==> config.mk <==
export PLATFORM = sky130hd
export DESIGN_NAME = pll_freq_ctrl_flat
export DESIGN_NICKNAME = d
export VERILOG_FILES = /design/src/rtl/pll_freq_ctrl_pkg.sv /design/src/rtl/pll_freq_ctrl_if.sv /design/src/rtl/pll_win_counter.sv /design/src/rtl/pll_freq_ctrl.sv /design/src/flat_wrapper.sv
export SDC_FILE = /design/constraint.sdc
export NUM_CORES = 1
export LEC_CHECK = 0
export BUFFER_PORTS_ARGS = -buffer_cell sky130_fd_sc_hd__buf_2
export CAP_MARGIN = 20
export CORE_MARGIN = 1
export CORE_UTILIZATION = 25
export CTS_CLUSTER_SIZE = 12
export DETAILED_ROUTE_END_ITERATION = 12
export PLACE_DENSITY_LB_ADDON = 0.08
export SYNTH_ARGS = -nofsm -noshare
export SYNTH_HDL_FRONTEND = slang
export SYNTH_SLANG_ARGS = --single-unit
==> constraint.sdc <==
create_clock -name clk_i -period 8.6 [get_ports clk_i]
set_input_delay 0.86 -clock clk_i [delete_from_list [all_inputs] [get_ports clk_i]]
set_output_delay 0.86 -clock clk_i [all_outputs]
set_load 0.01 [all_outputs]
==> src/rtl/pll_freq_ctrl_pkg.sv <==
// pll_freq_ctrl_pkg
//   Shared types and helpers for the PLL frequency-lock controller.
//   pfc_state_e : controller FSM states
//   pfc_abs     : magnitude of a 32-bit signed value
//   pfc_min     : smaller of two 32-bit unsigned values
package pll_freq_ctrl_pkg;

  typedef enum logic [2:0] {
    IDLE,
    MEASURE,
    EVAL,
    ADJUST,
    SETTLE
  } pfc_state_e;

  function automatic logic [31:0] pfc_abs(input logic signed [31:0] v);
    return (v < 0) ? -v : v;
  endfunction

  function automatic logic [31:0] pfc_min(input logic [31:0] a, input logic [31:0] b);
    return (a < b) ? a : b;
  endfunction

endpackage

==> src/rtl/pll_freq_ctrl_if.sv <==
// pll_freq_ctrl_if
//   Control/status bundle of pll_freq_ctrl.
//   en_i, stable_cfg_i          : loop enable and configuration-stable qualifiers
//   win_len_i, target_i         : window length and expected tick count
//   fb_tick_i                   : synchronised feedback tick
//   freq_incr_o, freq_decr_o    : vco adjust pulses
//   locked_o, meas_cnt_o        : lock flag and last completed window count
//   clr_i, lock_lost_o          : only with PLL_FREQ_CTRL_LOSS_EN defined
//   master drives the inputs (system side), slave is the controller.
interface pll_freq_ctrl_if #(
  parameter int CNT_W = 16
) ();

  logic             en_i;
  logic             stable_cfg_i;
  logic [CNT_W-1:0] win_len_i;
  logic [CNT_W-1:0] target_i;
  logic             fb_tick_i;
  logic             freq_incr_o;
  logic             freq_decr_o;
  logic             locked_o;
  logic [CNT_W-1:0] meas_cnt_o;
`ifdef PLL_FREQ_CTRL_LOSS_EN
  logic             clr_i;
  logic             lock_lost_o;

  modport master (
    output en_i, stable_cfg_i, win_len_i, target_i, fb_tick_i, clr_i,
    input  freq_incr_o, freq_decr_o, locked_o, meas_cnt_o, lock_lost_o
  );
  modport slave (
    input  en_i, stable_cfg_i, win_len_i, target_i, fb_tick_i, clr_i,
    output freq_incr_o, freq_decr_o, locked_o, meas_cnt_o, lock_lost_o
  );
`else
  modport master (
    output en_i, stable_cfg_i, win_len_i, target_i, fb_tick_i,
    input  freq_incr_o, freq_decr_o, locked_o, meas_cnt_o
  );
  modport slave (
    input  en_i, stable_cfg_i, win_len_i, target_i, fb_tick_i,
    output freq_incr_o, freq_decr_o, locked_o, meas_cnt_o
  );
`endif

endinterface

==> src/rtl/pll_win_counter.sv <==
// pll_win_counter
//   Window timer plus saturating feedback-tick counter.
//   clk_i, arst_ni : clock, asynchronous active-low reset
//   i_start        : load timer with max(i_win_len,1) and clear the count;
//                    counting starts on the following cycle
//   i_abort        : drop any window in progress and clear timer/count
//   i_win_len      : window length in clock cycles (0 behaves as 1)
//   i_tick         : feedback tick, counted on every cycle of the window
//   o_done         : high on the last cycle of the window
//   o_count        : tick count; holds its value after the window ends
module pll_win_counter #(
  parameter int CNT_W = 16
) (
  input  logic             clk_i,
  input  logic             arst_ni,
  input  logic             i_start,
  input  logic             i_abort,
  input  logic [CNT_W-1:0] i_win_len,
  input  logic             i_tick,
  output logic             o_done,
  output logic [CNT_W-1:0] o_count
);

  logic             r_active;
  logic [CNT_W-1:0] r_timer;
  logic [CNT_W-1:0] r_count;

  always_ff @(posedge clk_i or negedge arst_ni) begin
    if (!arst_ni) begin
      r_active <= 1'b0;
      r_timer  <= '0;
      r_count  <= '0;
    end else if (i_abort) begin
      r_active <= 1'b0;
      r_timer  <= '0;
      r_count  <= '0;
    end else if (i_start) begin
      r_active <= 1'b1;
      r_timer  <= (i_win_len == '0) ? CNT_W'(1) : i_win_len;
      r_count  <= '0;
    end else if (r_active) begin
      if (r_count != '1) begin
        r_count <= r_count + CNT_W'(i_tick);
      end
      if (r_timer == CNT_W'(1)) begin
        r_active <= 1'b0;
      end else begin
        r_timer <= r_timer - CNT_W'(1);
      end
    end
  end

  assign o_done  = r_active & (r_timer == CNT_W'(1));
  assign o_count = r_count;

endmodule

==> src/rtl/pll_freq_ctrl.sv <==
// pll_freq_ctrl
//   Digital frequency-lock controller around the vco. Counts feedback ticks
//   over a window, compares against a target and emits incr/decr pulses of
//   min(|error|, MAX_STEP) cycles, followed by SETTLE_CYC quiet cycles.
//   locked_o rises after LOCK_CNT consecutive windows within +/-TOL.
//   Ports: clk_i, arst_ni (async active-low), bus (pll_freq_ctrl_if.slave).
//   Optional feature macro PLL_FREQ_CTRL_LOSS_EN: adds clr_i / lock_lost_o,
//   a sticky flag set whenever locked_o falls other than by reset.
//   MAX_STEP and SETTLE_CYC must be at least 1.
module pll_freq_ctrl
  import pll_freq_ctrl_pkg::*;
#(
  parameter int CNT_W      = 16,
  parameter int LOCK_CNT   = 16,
  parameter int TOL        = 2,
  parameter int MAX_STEP   = 8,
  parameter int SETTLE_CYC = 4
) (
  input  logic           clk_i,
  input  logic           arst_ni,
  pll_freq_ctrl_if.slave bus
);

  localparam int PH_MAX = (MAX_STEP > SETTLE_CYC) ? MAX_STEP : SETTLE_CYC;
  localparam int PH_W   = $clog2(PH_MAX + 1);
  localparam int LC_W   = $clog2(LOCK_CNT + 1);

  pfc_state_e          r_state;
  logic [PH_W-1:0]     r_phase;
  logic [LC_W-1:0]     r_lock_cnt;
  logic                r_incr;
  logic                r_decr;
  logic                r_locked;
  logic [CNT_W-1:0]    r_meas;

  logic                w_run;
  logic                w_start;
  logic                w_done;
  logic [CNT_W-1:0]    w_count;
  logic signed [CNT_W:0] w_err;
  logic [31:0]         w_abs;
  logic                w_good;
  logic                w_neg;
  logic [LC_W-1:0]     w_lock_inc;

  assign w_run = bus.en_i & bus.stable_cfg_i;

  // A new window is armed in the cycle before MEASURE so that the counter
  // sees every MEASURE cycle, including the first.
  assign w_start = w_run & ((r_state == IDLE) ||
                            ((r_state == EVAL) && w_good) ||
                            ((r_state == SETTLE) && (r_phase == PH_W'(1))));

  pll_win_counter #(
    .CNT_W (CNT_W)
  ) u_win (
    .clk_i     (clk_i),
    .arst_ni   (arst_ni),
    .i_start   (w_start),
    .i_abort   (~w_run),
    .i_win_len (bus.win_len_i),
    .i_tick    (bus.fb_tick_i),
    .o_done    (w_done),
    .o_count   (w_count)
  );

  assign w_err      = $signed({1'b0, w_count}) - $signed({1'b0, bus.target_i});
  assign w_neg      = w_err[CNT_W];
  assign w_abs      = pfc_abs(32'(w_err));
  assign w_good     = (w_abs <= 32'(TOL));
  assign w_lock_inc = (r_lock_cnt == LC_W'(LOCK_CNT)) ? r_lock_cnt : r_lock_cnt + LC_W'(1);

  always_ff @(posedge clk_i or negedge arst_ni) begin
    if (!arst_ni) begin
      r_state    <= IDLE;
      r_phase    <= '0;
      r_lock_cnt <= '0;
      r_incr     <= 1'b0;
      r_decr     <= 1'b0;
      r_locked   <= 1'b0;
      r_meas     <= '0;
    end else if (!w_run) begin
      r_state    <= IDLE;
      r_phase    <= '0;
      r_lock_cnt <= '0;
      r_incr     <= 1'b0;
      r_decr     <= 1'b0;
      r_locked   <= 1'b0;
    end else begin
      case (r_state)
        IDLE: r_state <= MEASURE;
        MEASURE: begin
          if (w_done) begin
            r_state <= EVAL;
          end
        end
        EVAL: begin
          r_meas <= w_count;
          if (w_good) begin
            r_lock_cnt <= w_lock_inc;
            r_locked   <= (w_lock_inc == LC_W'(LOCK_CNT));
            r_state    <= MEASURE;
          end else begin
            r_lock_cnt <= '0;
            r_locked   <= 1'b0;
            r_phase    <= PH_W'(pfc_min(w_abs, 32'(MAX_STEP)));
            r_incr     <= w_neg;
            r_decr     <= ~w_neg;
            r_state    <= ADJUST;
          end
        end
        ADJUST: begin
          if (r_phase == PH_W'(1)) begin
            r_incr  <= 1'b0;
            r_decr  <= 1'b0;
            r_phase <= PH_W'(SETTLE_CYC);
            r_state <= SETTLE;
          end else begin
            r_phase <= r_phase - PH_W'(1);
          end
        end
        SETTLE: begin
          if (r_phase == PH_W'(1)) begin
            r_state <= MEASURE;
          end else begin
            r_phase <= r_phase - PH_W'(1);
          end
        end
        default: r_state <= IDLE;
      endcase
    end
  end

  assign bus.freq_incr_o = r_incr;
  assign bus.freq_decr_o = r_decr;
  assign bus.locked_o    = r_locked;
  assign bus.meas_cnt_o  = r_meas;

`ifdef PLL_FREQ_CTRL_LOSS_EN
  logic r_lost;

  // locked_o only falls on a disable or on a bad window evaluation.
  always_ff @(posedge clk_i or negedge arst_ni) begin
    if (!arst_ni) begin
      r_lost <= 1'b0;
    end else if (r_locked && (!w_run || ((r_state == EVAL) && !w_good))) begin
      r_lost <= 1'b1;
    end else if (bus.clr_i) begin
      r_lost <= 1'b0;
    end
  end

  assign bus.lock_lost_o = r_lost;
`endif

endmodule
==> src/flat_wrapper.sv <==
// flat-port wrapper written by rule: the top's interface ports become plain ports
module pll_freq_ctrl_flat import pll_freq_ctrl_pkg::*;
#(
  parameter int CNT_W      = 16,
  parameter int LOCK_CNT   = 16,
  parameter int TOL        = 2,
  parameter int MAX_STEP   = 8,
  parameter int SETTLE_CYC = 4
)
  (clk_i, arst_ni, bus_en_i, bus_stable_cfg_i, bus_win_len_i, bus_target_i, bus_fb_tick_i, bus_freq_incr_o, bus_freq_decr_o, bus_locked_o, bus_meas_cnt_o);
  pll_freq_ctrl_if #(.CNT_W(CNT_W)) bus_i ();
  input  logic clk_i;
  input  logic arst_ni;
  input wire logic [$bits(bus_i.en_i)-1:0] bus_en_i;
  input wire logic [$bits(bus_i.stable_cfg_i)-1:0] bus_stable_cfg_i;
  input wire logic [$bits(bus_i.win_len_i)-1:0] bus_win_len_i;
  input wire logic [$bits(bus_i.target_i)-1:0] bus_target_i;
  input wire logic [$bits(bus_i.fb_tick_i)-1:0] bus_fb_tick_i;
  output wire logic [$bits(bus_i.freq_incr_o)-1:0] bus_freq_incr_o;
  output wire logic [$bits(bus_i.freq_decr_o)-1:0] bus_freq_decr_o;
  output wire logic [$bits(bus_i.locked_o)-1:0] bus_locked_o;
  output wire logic [$bits(bus_i.meas_cnt_o)-1:0] bus_meas_cnt_o;
  assign bus_i.en_i = bus_en_i;
  assign bus_i.stable_cfg_i = bus_stable_cfg_i;
  assign bus_i.win_len_i = bus_win_len_i;
  assign bus_i.target_i = bus_target_i;
  assign bus_i.fb_tick_i = bus_fb_tick_i;
  assign bus_freq_incr_o = bus_i.freq_incr_o;
  assign bus_freq_decr_o = bus_i.freq_decr_o;
  assign bus_locked_o = bus_i.locked_o;
  assign bus_meas_cnt_o = bus_i.meas_cnt_o;
  pll_freq_ctrl #(.CNT_W(CNT_W), .LOCK_CNT(LOCK_CNT), .TOL(TOL), .MAX_STEP(MAX_STEP), .SETTLE_CYC(SETTLE_CYC)) u_core (.clk_i(clk_i), .arst_ni(arst_ni), .bus(bus_i));
endmodule
==> impl_metrics.py, run 1 <==
metrics = {
    "global_route": {
        "grt_overflow_total": 0,
        "antenna_found_initial": 0,
        "grt_max_degree": 65,
        "grt_pass1_wl_mm": 23.6,
        "grt_pass1_vias": 4580,
        "grt.total_usage": 0.147,
    },
    "clock_tree": {
        "cts-resized-gates": 0,
        "insertion_delay_ps": 350,
        "root_buffer": "clkbuf_16",
        "clkSinkCount": 64,
        "holdBufCountCts": 0,
        "cts_max_level": 3,
        "cts_tree": "yes",
        "post_cts_buffers": 0,
        "clkTransAtPathRegs_ps": 60,
        "numCtsBuffers": 9,
        "cts_buffer_depth": 2,
    },
    "critical_path": {
        "worstReg2RegEnd": "u_core.u_win.o_count[9]",
        "arrival_ps": 5500,
        "r2r-start": "u_core.u_win.o_count[0]",
        "max_stage_delay_ps": 850,
        "crit_type": "in2reg",
        "worst-path-buf-inv": 1,
        "startpoint": "bus_target_i[0]",
        "cpMaxStageDelayCell": "a21oi_4",
        "rr_worst_depth": 15,
        "crit_chain": "buf_2 -> ha_1 -> fa_1 -> nand2b_1 -> a21boi_0 -> o21ai_0 -> o211a_1 -> a221oi_4 -> o2111ai_1 -> mux2i_1 -> a32oi_1 -> nor4b_4 -> a21oi_4 -> nand2_2 -> nor2_1",
        "cp.depth": 15,
        "start_kind": "input pin",
        "r2r_setup_slack_ps": 3520,
        "endpoint": "u_core.u_win.o_count[9]",
        "cp.required_ps": 8870,
        "crit_family": "compound AO/OA/AOI/OAI gates",
        "end_kind": "register",
        "crit_fanout": 33,
    },
    "logic_synthesis": {
        "synth_most_common_cell": "nor2_1",
        "ys_ff_latch": 64,
        "synthXorXnorAreaFrac": 0.0744,
        "async_reset_ff_frac": 1.00,
        "synthAdderAreaFrac": 0.0682,
        "synth_edf_count": 0,
        "synth_ff_type": "dfrtp_1",
        "yosys_warnings": 0,
        "synth_top_family_by_area": "compound AO/OA/AOI/OAI gates",
        "synthCells": 581,
        "yosys-top-cells-count": "nor2_1 (67), dfrtp_1 (64), nand2_1 (56)",
        "synth_compound_area_frac": 0.229,
        "yosys-top-cells-area": "dfrtp_1 (32%), ha_1 (6.4%), nor2_1 (5.0%), nand2_1 (4.2%), xnor2_1 (4.2%)",
        "synth_cell_types": 71,
        "yosysSeqAreaShare": 0.316,
        "syn_area_sq_mm": 0.00506,
        "yosysTopAreaCellShare": 0.316,
        "synthMuxAreaShare": 0.0474,
        "syn-num-nets": 645,
        "synth_area_per_cell_sq_um": 8.72,
        "yosys.area.top_type": "dfrtp_1",
        "synthSimpleGateAreaFrac": 0.216,
    },
    "finish": {
        "drive_gt1_frac": 0.187,
        "fin_nets": 696,
        "final_cell_area_sq_mm": 0.00590,
        "diodes": 0,
        "area_growth_pct": 16.6,
        "nFillCells": 2137,
    },
    "timing": {
        "whs_ps": 482,
        "finalCriticalPeriod_ps": 5240,
        "setup_violations": 0,
        "rsz0062_at_grt": "no",
        "tightest_slew_ps": 1060,
        "min_period_over_period": 0.609,
        "maxSlewViolCount": 0,
        "clock.fmax_mhz": 191,
        "relSlewSlack": 0.289,
        "finalSetupTns_ps": 0,
        "finClkSkew_ps": 14.3,
        "hold_violations": 0,
    },
    "power_and_ir_drop": {
        "power_frac_seq": 0.385,
        "p_sw_frac": 0.256,
        "comb_power_share": 0.120,
        "power_density_mw_per_mm2": 135,
        "p_int_mw": 0.594,
        "p_switching_mw": 0.205,
        "power.leakage_nw": 2.61,
        "vdd_drop_max_mv": 0.0897,
        "clockPowerShare": 0.495,
    },
    "placed_design": {
        "place_congestion": 0.760,
        "placement.cell_area_sq_mm": 0.00559,
        "io_buffers": 55,
        "dp_hpwl_mm": 10.5,
    },
    "hold_path": {
        "hp-class": "reg2reg",
        "hp-start": "u_core.bus.meas_cnt_o[1]",
    },
    "route": {
        "num_vias": 4435,
        "antenna_left": 0,
        "wl_mm": 13.9,
        "avgViaCountPerCell": 4.92,
        "avgRoutedWirePerCell_um": 15.4,
        "drt_first_iter_violations": 180,
        "first_pass_iters": 4,
        "post-route-drc-count": 0,
    },
    "floorplan": {
        "die_area_sq_mm": 0.0208,
        "start_util": 0.258,
        "core_region_area_sq_mm": 0.0197,
        "die_x_um": 144,
        "fp-row-count": 51,
        "ioPinCount": 56,
        "die_y_um": 144,
    },
    "flow_run": {
        "cap_violations": 0,
    },
    "run_status": {
        "status": "finished clean",
    },
}
-- worst min-delay path, stage by stage (launching register included) --
cell and delay (ps):
dfrtp_1 330, nand2_1 50, o21ai_0 60
-- flip-flops by register name, indices dropped and copies added (netlist names) --
register and flops:
u_core.u_win.r_timer 16, u_core.r_state 3, u_core.bus.meas_cnt_o 16, u_core.u_win.o_count 16, u_core.bus.locked_o 1, u_core.r_phase 4
u_core.bus.freq_decr_o 1, u_core.u_win.r_active 1, u_core.bus.freq_incr_o 1, u_core.r_lock_cnt 5
-- worst min-delay path by stage --
stage	slack, ps	endpoint	depth (start not counted)
2_1_floorplan	490	u_core.r_lock_cnt[4]	2
3_3_place_gp	460	u_core.bus.meas_cnt_o[1]	2
3_5_place_dp	480	u_core.bus.locked_o	2
4_1_cts	490	u_core.bus.locked_o	2
5_1_grt	520	u_core.bus.meas_cnt_o[13]	1
6_report	480	u_core.bus.meas_cnt_o[1]	2
-- logic make-up after synthesis --
family,after synthesis
XOR/XNOR,43
AO/OA/AOI/OAI,147
multiplexers,22
buffers and inverters,56
AND/OR/NAND/NOR,222
flip-flops,64
adder cells (fa/ha/maj),27
-- placed cells by master (no fill, tap or decap), drive strengths merged, types with 4 or more instances in the layout --
master | synthesis | final
nor2 | 69 | 69
dfrtp | 64 | 64
buf | 13 | 58
nand2 | 57 | 57
inv | 38 | 38
a21oi | 30 | 30
o21ai | 29 | 29
ha | 26 | 26
xnor2 | 24 | 24
nand3 | 21 | 21
xor2 | 19 | 19
a211oi | 18 | 18
mux2 | 16 | 16
nand4 | 11 | 11
clkbuf | 5 | 11
nor3 | 10 | 10
and3 | 8 | 8
nand2b | 8 | 8
a22o | 8 | 8
nor4 | 7 | 7
and2 | 6 | 6
mux2i | 6 | 6
o22ai | 6 | 6
a21o | 6 | 6
or4 | 5 | 5
or3 | 5 | 5
nor2b | 4 | 4
a311o | 4 | 4
a21boi | 4 | 4
a22oi | 4 | 4
o211ai | 4 | 4
o2111ai | 4 | 4
-- layout make-up --
| class | instances | area, sq um | area share |
|---|---|---|---|
| clock buffers | 11 | 233 | 0.0394 |
| clock inverters | 5 | 81.3 | 0.0138 |
| inverters | 38 | 143 | 0.0242 |
| multi-input cells | 461 | 3220 | 0.545 |
| flip-flops and latches | 64 | 1600 | 0.271 |
| well taps | 265 | 332 | 0.0562 |
| repair buffers | 58 | 295 | 0.0500 |
-- per-layer routing --
layer,global-route usage,share of wire,up-vias
met5,0,0,-
met4,0.0482,0.011,0
met3,0.0242,0.026,11
met2,0.234,0.46,54
met1,0.201,0.50,2151
li1,-,-,2219
-- power by group through the flow --
| stage | sequential, mW | combinational [mW] | clock (mW) |
|---|---|---|---|
| floorplan | 0.312 | 0.0665 | 0 |
| CTS | 0.308 | 0.0979 | 0.409 |
| finish | 0.308 | 0.0959 | 0.395 |
| global placement | 0.313 | 0.0976 | 0 |
| detailed placement | 0.313 | 0.0972 | 0 |
| global route | 0.308 | 0.109 | 0.421 |
-- stage by stage --
step	setup WS, ps	utilization	total power [mW]	std cells
after global routing	2900	0.300	0.838	902
after detailed placement	3020	0.284	0.411	886
after CTS	3360	0.300	0.815	902
after floorplan	4330	-	0.379	581
final	3360	0.300	0.799	902
after global placement	2930	0.284	0.411	885
Power figures use the tool's default switching activity.
==> run 2: changes to the inputs <==
==> constraint.sdc (replaced) <==
create_clock -name clk_i -period 4.56 [get_ports clk_i]
set_input_delay 0.456 -clock clk_i [delete_from_list [all_inputs] [get_ports clk_i]]
set_output_delay 0.456 -clock clk_i [all_outputs]
set_load 0.01 [all_outputs]
==> impl_metrics.py, run 2 (synthesis gave the netlist of run 1 again) <==
metrics = {
    "critical_path": {
        "crit_fanout": 7,
        "cp.required_ps": 4820,
        "max_stage_delay_ps": 460,
        "arrival_ps": 4470,
        "crit_family": "compound AO/OA/AOI/OAI gates",
        "cpMostUsedCell": "buf_4",
        "cpMaxStageDelayCell": "a221oi_4",
        "worst-path-buf-inv": 4,
        "end_kind": "register",
        "crit_chain": "inv_1 -> buf_4 -> ha_1 -> nor2b_1 -> o21bai_4 -> a211oi_4 -> o21ai_0 -> a221oi_4 -> o2111ai_1 -> o21ai_1 -> a32oi_1 -> nor4b_4 -> buf_4 -> and2_1 -> buf_4 -> a21oi_1 -> a21oi_1",
        "start_kind": "register",
        "crit_type": "reg2reg",
    },
    "global_route": {
        "antenna_found_initial": 0,
        "grt_max_degree": 35,
        "grt_pass1_vias": 4599,
        "grt.total_usage": 0.146,
        "grt_overflow_total": 0,
        "grt_pass1_wl_mm": 23.7,
    },
    "timing": {
        "setup_ws_ps": 350,
        "tightest_slew_ps": 764,
        "whs_ps": 165,
        "clock.fmax_mhz": 238,
        "maxSlewViolCount": 0,
        "setup_violations": 0,
        "finalCriticalPeriod_ps": 4210,
        "finalSetupTns_ps": 0,
        "relSlewSlack": 0.478,
        "rsz0062_at_grt": "no",
        "finClkSkew_ps": 10.4,
        "hold_violations": 0,
        "min_period_over_period": 0.923,
    },
    "power_and_ir_drop": {
        "power_frac_seq": 0.389,
        "p_switching_mw": 0.393,
        "p_int_mw": 1.10,
        "comb_power_share": 0.126,
        "power_density_mw_per_mm2": 245,
        "p_sw_frac": 0.263,
        "power.leakage_nw": 2.71,
        "vdd_drop_max_mv": 0.160,
        "clockPowerShare": 0.485,
    },
    "finish": {
        "area_growth_pct": 20.2,
        "seq_area_sq_mm": 0.00160,
        "diodes": 0,
        "multi_input_area_sq_mm": 0.00324,
        "fin_util": 0.310,
        "fin_nets": 718,
        "nFillCells": 2180,
        "drive_gt1_frac": 0.219,
        "layout_common_cells": "nor2_1 (67), dfrtp_1 (64), nand2_1 (56)",
        "layout_commonest_cell": "nor2_1",
    },
    "route": {
        "avgRoutedWirePerCell_um": 15.1,
        "wl_mm": 14.0,
        "drt_first_iter_violations": 238,
        "num_vias": 4517,
        "first_pass_iters": 4,
        "avgViaCountPerCell": 4.89,
        "post-route-drc-count": 0,
        "antenna_left": 0,
    },
    "floorplan": {
        "ioPinCount": 56,
        "die_y_um": 144,
        "core_region_area_sq_mm": 0.0197,
        "start_util": 0.258,
        "die_area_sq_mm": 0.0208,
        "fp-row-count": 51,
        "die_x_um": 144,
    },
    "placed_design": {
        "place_ws_ps": 53.8,
        "io_buffers": 55,
        "place_congestion": 0.812,
        "dp_hpwl_mm": 11.0,
    },
    "clock_tree": {
        "cts_tree": "yes",
        "clkTransAtPathRegs_ps": 60,
        "cts_buffer_depth": 2,
        "cts_max_level": 3,
        "clkSinkCount": 64,
        "insertion_delay_ps": 340,
        "root_buffer": "clkbuf_16",
        "numCtsBuffers": 9,
    },
    "flow_run": {
        "cap_violations": 0,
    },
    "run_status": {
        "status": "finished clean",
    },
    "hold_path": {
        "hp-class": "in2async",
    },
}
## run 2: path summary, 6_finish.rpt
path | from | endpoint | slack (ps) | cells past startpoint
max reg2reg | u_core.u_win.o_count[0] | u_core.r_lock_cnt[0] | 350 | 17
max | u_core.u_win.o_count[0] | u_core.r_lock_cnt[0] | 350 | 17
max in group asynchronous | arst_ni | u_core.r_lock_cnt[0] | 3430 | 2
min | arst_ni | u_core.bus.meas_cnt_o[1] | 170 | 1
min in group clk_i | bus_win_len_i[1] | u_core.u_win.r_timer[1] | 380 | 3
min reg2reg | u_core.bus.locked_o | u_core.bus.locked_o | 490 | 2
## run 2: worst register-to-register path, cell delays in order (launching register included)
cell and delay, ps:
dfrtp_1 380, inv_1 90, buf_4 160, ha_1 180
nor2b_1 340, o21bai_4 140, a211oi_4 360, o21ai_0 240
a221oi_4 460, o2111ai_1 230, o21ai_1 170, a32oi_1 180
nor4b_4 410, buf_4 200, and2_1 210, buf_4 160
a21oi_1 60, a21oi_1 150
## run 2: layout make-up
cell class / instances / area share
tap: 265 / 0.0545
timing repair buffer: 80 / 0.0761
clock inverter: 4 / 0.00863
multi-input combinational: 461 / 0.532
sequential: 64 / 0.263
clock buffer: 12 / 0.0421
inverter: 38 / 0.0234
## run 2: metal layers
| layer | wire length [um] | track usage |
|---|---|---|
| met1 | 7230 | 0.205 |
| met2 | 6070 | 0.221 |
| met3 | 435 | 0.0262 |
| met4 | 242 | 0.0543 |
| met5 | 0 | 0 |
## run 2: what timing repair did
action,in CTS,in global routing
hold buffers,0,0
resized for setup,0,5
setup buffers,0,1
endpoints found under the setup margin,0,42
## run 2: power groups by stage
stage                     logic, mW  clock network [mW]  registers [mW]
after floorplan               0.125                   0           0.589
after global placement        0.190                   0           0.591
after detailed placement      0.190                   0           0.591
after CTS                     0.191               0.748           0.581
after global routing          0.214               0.771           0.582
final                         0.189               0.724           0.581
## run 2: stage by stage
stage	instance area, sq um	instances	total power [mW]
floorplan	5060	581	0.714
global route	6090	924	1.57
detailed placement	5750	907	0.781
global placement	5750	907	0.781
finish	6090	924	1.49
CTS	6060	923	1.52
